--- config.mk ---
export PLATFORM = sky130hd
export DESIGN_NAME = hazard_ctrl
export DESIGN_NICKNAME = d
export VERILOG_FILES = /design/src/rtl/hazard_ctrl.sv
export SDC_FILE = /design/constraint.sdc
export NUM_CORES = 1
export LEC_CHECK = 0
export ABC_CLOCK_PERIOD_IN_PS = 6400
export CAP_MARGIN = 20
export CORE_UTILIZATION = 41
export CTS_CLUSTER_SIZE = 10
export DETAILED_ROUTE_END_ITERATION = 16
export PLACE_DENSITY_LB_ADDON = 0.15
export SLEW_MARGIN = 20
export SYNTH_ARGS = -nofsm -noshare
export SYNTH_HDL_FRONTEND = slang
export SYNTH_SLANG_ARGS = --single-unit
--- constraint.sdc ---
create_clock -name clk -period 6.4 [get_ports clk]
set_input_delay 1.6 -clock clk [delete_from_list [all_inputs] [get_ports clk]]
set_output_delay 1.6 -clock clk [all_outputs]
set_load 0.01 [all_outputs]
--- src/rtl/hazard_ctrl.sv ---
// Hazard, forwarding and stall controller for the 5-stage MIPS core, with the multi-cycle divider sequencer.
// Optional build macro HAZARD_PERF_EN adds perf_lw_cnt / perf_div_cnt / perf_mem_cnt stall counters.

// One source operand: forwarding selects plus the raw destination hits used by the stall logic.
module hazard_fwd_lane (
    input  logic [4:0] srcD,
    input  logic [4:0] srcE,
    input  logic [4:0] writeregE,
    input  logic [4:0] writeregM,
    input  logic [4:0] writeregW,
    input  logic       regwriteM,
    input  logic       regwriteW,
    output logic       fwdD,
    output logic [1:0] fwdE,
    output logic       hitE,
    output logic       hitM
);
    assign hitE = (writeregE != 5'd0) && (writeregE == srcD);
    assign hitM = (writeregM != 5'd0) && (writeregM == srcD);
    assign fwdD = regwriteM && hitM;

    // M is younger than W, so it wins when both target the same register.
    always_comb begin
        fwdE = 2'b00;
        if (regwriteM && (writeregM != 5'd0) && (writeregM == srcE))
            fwdE = 2'b10;
        else if (regwriteW && (writeregW != 5'd0) && (writeregW == srcE))
            fwdE = 2'b01;
    end
endmodule

module hazard_ctrl #(
    parameter int DIV_CYCLES = 32
) (
    input  logic       clk,
    input  logic       rst,
    input  logic [4:0] rsD,
    input  logic [4:0] rtD,
    input  logic [4:0] rsE,
    input  logic [4:0] rtE,
    input  logic [4:0] writeregE,
    input  logic [4:0] writeregM,
    input  logic [4:0] writeregW,
    input  logic       regwriteE,
    input  logic       regwriteM,
    input  logic       regwriteW,
    input  logic       memtoregE,
    input  logic       memtoregM,
    input  logic       branchD,
    input  logic       divstartE,
    input  logic       i_stall,
    input  logic       d_stall,
    output logic       forwardaD,
    output logic       forwardbD,
    output logic [1:0] forwardaE,
    output logic [1:0] forwardbE,
    output logic       stallF,
    output logic       stallD,
    output logic       stallE,
    output logic       stallM,
    output logic       stallW,
    output logic       flushE,
    output logic       flushM,
    output logic       div_busy,
    output logic       div_done
`ifdef HAZARD_PERF_EN
    ,
    output logic [31:0] perf_lw_cnt,
    output logic [31:0] perf_div_cnt,
    output logic [31:0] perf_mem_cnt
`endif
);
    localparam int NUM_OPS = 2;
    localparam int CW      = 6;
    localparam logic [CW-1:0] CNT_LOAD = CW'(DIV_CYCLES - 1);

    typedef enum logic [1:0] {IDLE, BUSY, DONE} divStateT;

    logic [NUM_OPS-1:0][4:0] srcD, srcE;
    logic [NUM_OPS-1:0][1:0] fwdE;
    logic [NUM_OPS-1:0]      fwdD, hitE, hitM;
    logic                    ldUse, brHaz;
    divStateT                state, nextState;
    logic [CW-1:0]           cnt, cntNext;
    logic                    divBusy, divDone;

    // Operand 0 is rs, operand 1 is rt.
    assign srcD = {rtD, rsD};
    assign srcE = {rtE, rsE};

    for (genvar g = 0; g < NUM_OPS; g++) begin : gLane
        hazard_fwd_lane uLane (
            .srcD      (srcD[g]),
            .srcE      (srcE[g]),
            .writeregE (writeregE),
            .writeregM (writeregM),
            .writeregW (writeregW),
            .regwriteM (regwriteM),
            .regwriteW (regwriteW),
            .fwdD      (fwdD[g]),
            .fwdE      (fwdE[g]),
            .hitE      (hitE[g]),
            .hitM      (hitM[g])
        );
    end

    assign ldUse = memtoregE && regwriteE && (|hitE);
    // The branch comparator sits in D, so an ALU result still in E or a load still in M cannot reach it.
    assign brHaz = branchD && ((regwriteE && (|hitE)) || (memtoregM && (|hitM)));

    always_ff @(posedge clk or negedge rst) begin
        if (!rst) begin
            state <= IDLE;
            cnt   <= '0;
        end else begin
            state <= nextState;
            cnt   <= cntNext;
        end
    end

    // A start is refused under d_stall; once running, the count ignores memory stalls.
    always_comb begin
        nextState = state;
        cntNext   = cnt;
        case (state)
            IDLE: if (divstartE && !d_stall) begin
                nextState = BUSY;
                cntNext   = CNT_LOAD;
            end
            BUSY: if (cnt == '0) nextState = DONE;
                  else           cntNext   = cnt - 1'b1;
            DONE: if (!d_stall) nextState = IDLE;
            default: nextState = IDLE;
        endcase
    end

    always_comb begin
        divBusy = (state == BUSY);
        divDone = (state == DONE);
    end

    always_comb begin
        forwardaD = 1'b0;
        forwardbD = 1'b0;
        forwardaE = 2'b00;
        forwardbE = 2'b00;
        stallF    = 1'b0;
        stallD    = 1'b0;
        stallE    = 1'b0;
        stallM    = 1'b0;
        stallW    = 1'b0;
        flushE    = 1'b0;
        flushM    = 1'b0;
        div_busy  = 1'b0;
        div_done  = 1'b0;
        if (rst) begin
            forwardaD = fwdD[0];
            forwardbD = fwdD[1];
            forwardaE = fwdE[0];
            forwardbE = fwdE[1];
            div_busy  = divBusy;
            div_done  = divDone;
            if (d_stall) begin
                stallF = 1'b1;
                stallD = 1'b1;
                stallE = 1'b1;
                stallM = 1'b1;
                stallW = 1'b1;
            end else begin
                if (divBusy) begin
                    stallF = 1'b1;
                    stallD = 1'b1;
                    stallE = 1'b1;
                    flushM = 1'b1;
                end else if (ldUse || brHaz) begin
                    stallF = 1'b1;
                    stallD = 1'b1;
                    flushE = 1'b1;
                end
                // Never bubble E while it holds the divide.
                if (i_stall) begin
                    stallF = 1'b1;
                    stallD = 1'b1;
                    if (!divBusy) flushE = 1'b1;
                end
            end
        end
    end

`ifdef HAZARD_PERF_EN
    always_ff @(posedge clk or negedge rst) begin
        if (!rst) begin
            perf_lw_cnt  <= '0;
            perf_div_cnt <= '0;
            perf_mem_cnt <= '0;
        end else begin
            if (ldUse && !d_stall && !divBusy) perf_lw_cnt <= perf_lw_cnt + 32'd1;
            if (divBusy)                       perf_div_cnt <= perf_div_cnt + 32'd1;
            if (d_stall)                       perf_mem_cnt <= perf_mem_cnt + 32'd1;
        end
    end
`endif
endmodule

==> impl_metrics.csv <==
group,metric,value,unit
timing,tightest_slew,0.655,ns
logic_synthesis,synth_seq_cells,8,
route,met2_length,1310,µm
cells_and_area,drive_above_1_share,0.0529,
logic_synthesis,synthMuxAreaShare,0,
logic_synthesis,synthCells,133,
route,vias,1118,
logic_synthesis,netlist_top_cells_count,"xnor2_1 (22), xor2_1 (21), nor2_1 (10), dfrtp_1 (8), nand3_1 (8)",
timing,setup_viol,0,
clock_network,ctsRootBufferMaster,"clkbuf_4",
cells_and_area,syn_to_final_growth,57.8,%
power,power_density,165,nW/µm²
logic_synthesis,yosysTopAreaCell,"dfrtp_1",
clock_network,clock-sinks,8,
setup_path,critPathArrivalTime,3.81,ns
timing,setup_ws,0.988,ns
logic_synthesis,async_flop_share,1.00,
die,start_util,0.432,
setup_path,cp.depth,6,
logic_synthesis,synth_xor_xnor_area_share,0.352,
route,dr.max_layer_used,"met4",
cells_and_area,diodes,0,
clock_network,cts_hold_buf,0,
timing,skew,0.00549,ns
cells_and_area,multi_input_area,808,µm²
global_route,antenna_found_initial,0,
setup_path,cp_slowest_cell,"or4_4",
die,coreArea,2480,µm²
clock_network,clk_latency,0.26,ns
logic_synthesis,synthAdderAreaFrac,0.0234,
timing,setup_tns,0,ns
die,dieArea,2820,µm²
route,wl_met1,1240,µm
logic_synthesis,synth.top_cell.area_share,0.187,
die,io_pins,61,
logic_synthesis,synth_top_family_by_area,"XOR/XNOR gates",
placed_design,port-buffer-count,60,
route,wl,2780,µm
timing,fin_crit_sh,0.846,
die,rows,18,
logic_synthesis,synth.distinct_cells,34,
cells_and_area,num-fill-cells,218,
setup_path,critPathBufInv,2,
cells_and_area,final_nets,239,
route,ant_nets,0,
setup_path,crit_start,"writeregM[0]",
logic_synthesis,synth_area_leaders,"dfrtp_1 (19%), xnor2_1 (18%), xor2_1 (17%)",
logic_synthesis,syn-num-nets,181,
clock_network,tritoncts,"built",
placed_design,dp.cells,216,
logic_synthesis,ys.warnings.count,0,
power,total_leakage_power,0.625,nW
clock_network,ctsResizeCount,0,
setup_path,cp_cell_sequence,"clkdlybuf4s50_1 > or4_4 > o21ai_2 > nor4_1 > nor4_2 > clkdlybuf4s50_1",
setup_path,r2r-start,"state[0]",
placed_design,dp_slack,0.972,ns
timing,hold_viol,0,
logic_synthesis,synth-compound-area-share,0.105,
global_route,grt_max_degree,20,
timing,maxSlewViolCount,0,
power,vdd_drop_max,0.000198,V
logic_synthesis,synth-edff-count,0,
route,drc,0,
global_route,gr-total-overflow,0,
setup_path,crit_end,"forwardbE[0]",
global_route,track_usage,0.211,
logic_synthesis,synth-seq-area-share,0.187,
job,max_cap_viol_count,0,
global_route,grt_pass1_wl,4420,µm
die,die_h,53.1,µm
setup_path,path_common_cell,"clkdlybuf4s50_1",
route,routedWlPerCell,12.7,µm
setup_path,slowest_delay,0.59,ns
placed_design,dp_hpwl,2350,µm
timing,max_freq,185,MHz
placed_design,place.gp.congestion,0.799,
setup_path,crit_path_end_kind,"output port",
logic_synthesis,synth-simple-area-share,0.275,
clock_network,htreeDepth,1,
logic_synthesis,syn_avg_cell_area,8.04,µm²
setup_path,crit_fanout,5,
clock_network,cts_setup_buffers,0,
setup_path,start_kind,"primary input",
route,avgViaCountPerCell,5.11,
clock_network,clk_pin_slew,0.05,ns
setup_path,worstSetupPathType,"primary input to output port",
run_status,status,"finished clean",
setup_path,reg2reg_to,"cnt[2]",
setup_path,r2r_cells,4,
die,die_w,53.1,µm
setup_path,required,4.80,ns
timing,rsz0062_at_grt,"false",
route,met3_length,226,µm
route,drt_first_pass_iters,4,
cells_and_area,ff_latch_area,200,µm²
timing,relSlewSlack,0.557,
logic_synthesis,yosysMostFrequentCell,"xnor2_1",
timing,period_minus_slack,5.41,ns
clock_network,clk_path_buf_depth,2,
clock_network,cts-buffers-inserted,3,
logic_synthesis,ys.flop_type,"dfrtp_1",
logic_synthesis,synth_area,1070,µm²
setup_path,r2r_setup_slack,4.75,ns
route,drt-initial-drc-count,16,
global_route,grt_pass1_vias,1031,
setup_path,crit_family,"buffers and inverters",
hold_path,hp-class,"register to register",
cells_and_area,final_cells,219,
cells by family (layout without fill, tap and decap cells):
group                    after synthesis  in the layout
XOR/XNOR                              43             43
AND/OR/NAND/NOR                       51             51
AO/OA/AOI/OAI                         18             18
adder cells (fa/ha/maj)                2              2
flip-flops                             8              8
buffers and inverters                 11             67
cell type report:
type	count	share of cell area
timing repair buffer	61	0.360
inverter	3	0.00667
tap	30	0.0222
clock buffer	3	0.0133
multi-input combinational	114	0.479
sequential	8	0.119
placed cells by master, fill, tap and decap left out, drive strengths merged:
| master | count |
|---|---|
| nor2 | 10 |
| xor2 | 21 |
| a22oi | 1 |
| a211oi | 1 |
| xnor2 | 22 |
| nor4 | 4 |
| a31oi | 2 |
| and3 | 3 |
| and2 | 4 |
| o211ai | 4 |
| buf | 1 |
| dfrtp | 8 |
| ha | 2 |
| nand4 | 1 |
| or4 | 4 |
| clkdlybuf4s50 | 60 |
| nand2 | 6 |
| nand2b | 2 |
| o22ai | 1 |
| nand3 | 8 |
| nor3 | 4 |
| a21oi | 3 |
| o21ai | 6 |
| or4b | 1 |
| inv | 3 |
| clkbuf | 3 |
| nor2b | 3 |
| nor4b | 1 |
stage by stage:
| stage | hold WS (ns) | total power [mW] | util | instance area [µm²] |
|---|---|---|---|---|
| 2_1_floorplan | 0.463 | 0.176 | - | 1070 |
| 3_3_place_gp | 0.480 | 0.235 | 0.672 | 1670 |
| 3_5_place_dp | 0.481 | 0.241 | 0.672 | 1670 |
| 4_1_cts | 0.489 | 0.282 | 0.681 | 1690 |
| 5_1_grt | 0.534 | 0.306 | 0.681 | 1690 |
| 6_report | 0.489 | 0.279 | 0.681 | 1690 |
worst min-delay path by stage:
| stage | slack, ns | start | depth (start not counted) | end |
|---|---|---|---|---|
| 2_1_floorplan | 0.46 | cnt[0] | 1 | cnt[0] |
| 3_3_place_gp | 0.48 | cnt[0] | 1 | cnt[0] |
| 3_5_place_dp | 0.48 | cnt[0] | 1 | cnt[0] |
| 4_1_cts | 0.49 | cnt[0] | 1 | cnt[0] |
| 5_1_grt | 0.53 | cnt[0] | 1 | cnt[0] |
| 6_report | 0.49 | cnt[0] | 1 | cnt[0] |
per-layer routing:
layer	up-vias	track usage
met1	487	0.266
met4	0	0.0263
li1	573	-
met3	2	0.0460
met5	-	0
met2	56	0.371
flip-flops by register name, summed over array words and instances (netlist names):
register  count
state         2
cnt           6
power breakdown:
group | internal, mW | switching (mW) | leakage (nW)
sequential | 0.0717 | 0.0184 | 0.0913
combinational | 0.0797 | 0.0703 | 0.519
clock | 0.0215 | 0.0176 | 0.0138
No activity file was read; power rests on OpenSTA's default activity.
